==> src/rtl/gf251_vec_add_ctrl.sv <==
// gf251_vec_add_ctrl: streams X/Y word vectors through one gf251_add_32 and writes sums to a result memory.
// Define GF251_CTRL_RANGE_CHECK_EN to add the sticky o_range_err non-canonical operand flag.
module gf251_vec_add_ctrl #(
  parameter int N_WORDS = 16,
  parameter int AW = 4
) (
  input  logic          i_clk,
  input  logic          i_rst,
  input  logic          i_start,
  output logic          o_busy,
  output logic          o_done,
  output logic          o_rd_en,
  output logic [AW-1:0] o_rd_addr,
  input  logic [31:0]   i_x_data,
  input  logic [31:0]   i_y_data,
  output logic          o_add_start,
  output logic [31:0]   o_add_x,
  output logic [31:0]   o_add_y,
  input  logic [31:0]   i_add_o,
  input  logic          i_add_done,
  output logic          o_wr_en,
  output logic [AW-1:0] o_wr_addr,
  output logic [31:0]   o_wr_data
`ifdef GF251_CTRL_RANGE_CHECK_EN
  ,
  output logic          o_range_err
`endif
);
  localparam logic [1:0] IDLE = 2'd0, ISSUE = 2'd1, DRAIN = 2'd2, DONE = 2'd3;
  logic [1:0] state, state_nxt;
  logic [AW-1:0] rd_cnt;
  logic [AW:0] wr_cnt;
  logic rd_last, wr_full, wr_take;
  assign rd_last = rd_cnt == AW'(N_WORDS - 1);
  assign wr_full = wr_cnt == (AW+1)'(N_WORDS);
  // late dones after reset or beyond the vector length are dropped here
  assign wr_take = i_add_done && state != IDLE && !wr_full;
  assign o_rd_en = state == ISSUE;
  assign o_rd_addr = rd_cnt;
  assign o_busy = state == ISSUE || state == DRAIN;
  assign o_done = state == DONE;
  assign o_add_x = i_x_data;
  assign o_add_y = i_y_data;
  always_comb begin
    state_nxt = state == IDLE  ? (i_start ? ISSUE : IDLE) :
                state == ISSUE ? (rd_last ? DRAIN : ISSUE) :
                state == DRAIN ? (wr_full ? DONE : DRAIN) : IDLE;
  end
  always_ff @(posedge i_clk) begin
    if (i_rst) begin
      state <= IDLE;
      rd_cnt <= '0;
      wr_cnt <= '0;
      o_add_start <= 1'b0;
      o_wr_en <= 1'b0;
      o_wr_addr <= '0;
      o_wr_data <= '0;
    end else begin
      state <= state_nxt;
      rd_cnt <= state == IDLE ? '0 : (state == ISSUE && !rd_last) ? rd_cnt + 1'b1 : rd_cnt;
      wr_cnt <= state == IDLE ? '0 : wr_take ? wr_cnt + 1'b1 : wr_cnt;
      o_add_start <= o_rd_en;
      o_wr_en <= wr_take;
      if (wr_take) begin
        o_wr_addr <= wr_cnt[AW-1:0];
        o_wr_data <= i_add_o;
      end
    end
  end
`ifdef GF251_CTRL_RANGE_CHECK_EN
  function automatic logic non_canon(input logic [31:0] w);
    non_canon = 1'b0;
    for (int i = 0; i < 4; i++) non_canon = non_canon | (w[8*i +: 8] >= 8'hFB);
  endfunction
  always_ff @(posedge i_clk) begin
    if (i_rst || (state == IDLE && i_start)) o_range_err <= 1'b0;
    else if (o_add_start && (non_canon(o_add_x) || non_canon(o_add_y))) o_range_err <= 1'b1;
  end
`endif
endmodule

==> config.mk <==
export PLATFORM = sky130hd
export DESIGN_NAME = gf251_vec_add_ctrl
export DESIGN_NICKNAME = d
export VERILOG_FILES = /design/src/rtl/gf251_vec_add_ctrl.sv
export SDC_FILE = /design/constraint.sdc
export NUM_CORES = 1
export LEC_CHECK = 0
export ABC_AREA = 1
export CELL_PAD_IN_SITES_DETAIL_PLACEMENT = 2
export CELL_PAD_IN_SITES_GLOBAL_PLACEMENT = 2
export CORE_MARGIN = 2
export CORE_UTILIZATION = 18
export DETAILED_ROUTE_END_ITERATION = 8
export GPL_TIMING_DRIVEN = 0
export HOLD_SLACK_MARGIN = 0.15
export PLACE_DENSITY_LB_ADDON = 0.12
export SLEW_MARGIN = 40
export SYNTH_ARGS = -nofsm -noshare
export SYNTH_HDL_FRONTEND = slang
export SYNTH_SLANG_ARGS = --single-unit
==> constraint.sdc <==
create_clock -name i_clk -period 4.25 [get_ports i_clk]
set_clock_uncertainty 0.1 [all_clocks]
set_input_delay 0.425 -clock i_clk [delete_from_list [all_inputs] [get_ports i_clk]]
set_output_delay 0.425 -clock i_clk [all_outputs]
set_load 0.005 [all_outputs]
==> qor.txt <==
Total GRT Usage -> 0.113
Fin. Hold Viols -> 0
Flop-to-flop setup slack -> 2.51 ns
Placed insts -> 641
Syn. warnings -> 0
Hold path depth -> 2
Synth top area share -> 0.367
CORE AREA -> 14500 µm²
Main synth FF type -> dfxtp_1
Pin count of the biggest net entering global routing -> 17
ANT nets after route -> 0
Port Buf Inserts -> 144
Post-CTS Resized -> 0
Count of max-cap constraint violations -> 0
DP Worst Slack -> 2.16 ns
Worst setup path startpoint -> state[0]
Starting Density -> 0.184
Post-synthesis register bit count -> 49
Area grow syn2layout -> 68.0%
Pwr dens -> 264 nW/µm²
Power share of the clock group -> 0.350
Hold Crit Class -> register to register
Worst path required time -> 3.72 ns
CP Data Arrival Time -> 1.54 ns
Bufs on Longest Clock Path -> 2
I/O Pins -> 209
Die X -> 126 µm
Cts hold-fix bufs -> 0
Synth area leaders -> dfxtp_1 37%, buf_4 19%, nand3_2 7.5%
CTS tree -> yes
Asr flop ratio synth -> 0
Post-synthesis net count -> 420
Root buf cell -> clkbuf_16
Clock transition at path regs -> 0.07 ns
Post-synth EDFFs -> 0
Unrepaired setup endpoints after global routing -> no
Area leader, netlist -> dfxtp_1
Count of final max-slew check failures -> 0
Sequential power share -> 0.412
Mapped Cells -> 313
Syn avg cell area -> 8.55 µm²
Comb power frac -> 0.238
Drt first-iter violations -> 82
Sequential cell area fraction in the yosys report -> 0.367
Die Ht -> 126 µm
Slowest cell on the critical path -> clkdlybuf4s50_1
Max incr delay on CP -> 0.49 ns
Filler cells -> 1688
DP Wirelength -> 7180 µm
Crit Path Category -> register to output port
Final WL -> 9100 µm
First-pass GRT wire length -> 14400 µm
Critical path endpoint -> o_busy
Mapped cell area -> 2680 µm²
Vias in the first global route -> 2846
Grt met2 use -> 0.205
DRC Markers -> 0
Sw Share -> 0.260
FF-to-FF Start -> state[0]
Setup violations, final -> 0
Via Count -> 2585
Routed length per instance -> 14.0 µm
GP Congestion -> 0.684
Post-route insts no fill -> 649
Setup ws final -> 2.18 ns
Clock sink count -> 49
FF-to-FF End -> wr_cnt[3]
Critical-path cell list -> inv_1 -> ha_1 -> clkdlybuf4s50_1
CTS buffer count -> 5
Slew headroom -> 0.464
Nets -> 571
Status -> completed
Top delay family on crit path -> buffers and inverters
Worst-Margin Slew -> 0.804 ns
Buf/Inv on CP -> 2
# rows -> 44
Crit path time final -> 2.07 ns
Grt met3 use -> 0.0302
Internal power -> 0.000877 W
Worst setup SP type -> register
Top post-synthesis cells by count -> 67 x buf_4, 51 x nand2_1, 49 x dfxtp_1
Met1 Resource Use GR -> 0.127
Final period util -> 0.486
Vias per cell -> 3.98
Maximum VDD drop -> 0.118 mV
Most common cell in the netlist -> buf_4
Layout cells sized above 1 -> 0.280
# diodes -> 0
Fin Setup TNS -> 0 ns
Reg2Reg Depth -> 5
Design Area, Final -> 4490 µm²
Levels on crit path -> 3
First-pass DRT Iterations -> 3
Achievable Freq -> 484 MHz
Skew-Pair Late Insertion Delay -> 0.30 ns
Placed cell areas -> 4350 µm²
GRT overflow -> 0
Initial antenna violation count -> 0
Switch Pwr -> 0.000308 W
Post-CTS Setup Bufs -> 0
Post-synth cell types -> 24
Final core area utilization -> 0.309
Die ar. -> 15900 µm²
Crit path max fanout -> 3
# H-tree levels -> 2
Critical Path Sink Type -> output port
Leak -> 1.68 nW
Global route hottest layer -> met2
worst register-to-register path, cell delays in order (launching register included):
cell     delay, ns
dfxtp_1       0.38
inv_1         0.09
ha_1          0.29
nor2_1        0.49
o21ai_0       0.20
a21oi_1       0.15
registers in the layout (all words and copies together), names as in the netlist:
signal,flops
o_add_start,1
o_rd_addr,4
o_wr_addr,4
o_wr_data,32
o_wr_en,1
state,2
wr_cnt,5
power by group through the flow:
| stage | Combinational [W] | Clock (W) | Sequential, W |
|---|---|---|---|
| floorplan | 0.000124 | 0 | 0.000499 |
| global placement | 0.000283 | 0 | 0.000499 |
| finish | 0.000282 | 0.000415 | 0.000489 |
| global route | 0.000307 | 0.000461 | 0.000492 |
| detailed placement | 0.000288 | 0 | 0.000500 |
| CTS | 0.000290 | 0.000442 | 0.000489 |
how the worst min path moves through the flow:
stage	end	startpoint	slack, ns
after global placement	o_wr_data[0]	o_wr_data[0]	0.35
after global routing	o_wr_addr[3]	o_wr_addr[3]	0.38
after CTS	o_wr_addr[1]	o_wr_addr[1]	0.37
after detailed placement	o_wr_addr[3]	o_wr_addr[3]	0.36
final	o_wr_addr[1]	o_wr_addr[1]	0.36
after floorplan	o_wr_data[2]	o_wr_data[2]	0.36
area by class of cell:
| cell class | count | area, µm² | area share |
|---|---|---|---|
| clock buffer | 5 | 125 | 0.0278 |
| timing repair buffer | 144 | 1440 | 0.321 |
| tap | 184 | 230 | 0.0512 |
| buffer | 80 | 617 | 0.137 |
| clock inverter | 3 | 22.5 | 0.00501 |
| sequential | 49 | 981 | 0.218 |
| multi-input combinational | 167 | 1010 | 0.226 |
| inverter | 17 | 63.8 | 0.0142 |
metrics by stage:
stage          power (W)  hold WS [ns]
2_1_floorplan   0.000623         0.356
3_3_place_gp    0.000782         0.349
3_5_place_dp    0.000788         0.356
4_1_cts          0.00122         0.367
5_1_grt          0.00126         0.385
6_report         0.00119         0.362
per-layer routing:
layer  wire [µm]  vias to the layer above
met4         127                        0
li1            -                     1252
met5           0                        -
met2        4710                      104
met3         628                        8
met1        3630                     1221
cells by family after synthesis:
kind of cell | Yosys count | share of synthesized area
flip-flops | 49 | 0.367
AND/OR/NAND/NOR | 109 | 0.221
AO/OA/AOI/OAI | 51 | 0.125
adder cells (fa/ha/maj) | 7 | 0.0327
buffers and inverters | 97 | 0.254
cells in the final DEF, fill, tap and decap left out:
| cell type | count |
|---|---|
| nand3_2 | 20 |
| clkinv_2 | 1 |
| inv_1 | 16 |
| clkinv_4 | 2 |
| clkbuf_1 | 3 |
| nand2_4 | 1 |
| buf_12 | 2 |
| nand4_1 | 4 |
| nor2_1 | 9 |
| clkbuf_16 | 5 |
| buf_8 | 1 |
| nor2_4 | 1 |
| inv_2 | 1 |
| a21oi_2 | 20 |
| nand3_1 | 21 |
| buf_4 | 67 |
| buf_2 | 5 |
| o21ai_0 | 4 |
| nand2_2 | 1 |
| o211ai_1 | 1 |
| buf_6 | 2 |
| nor2_2 | 1 |
| dfxtp_1 | 49 |
| ha_1 | 7 |
| clkdlybuf4s50_1 | 144 |
| nand2_1 | 51 |
| a21oi_1 | 25 |
| o21bai_1 | 1 |
(Power assumes the default switching activity.)
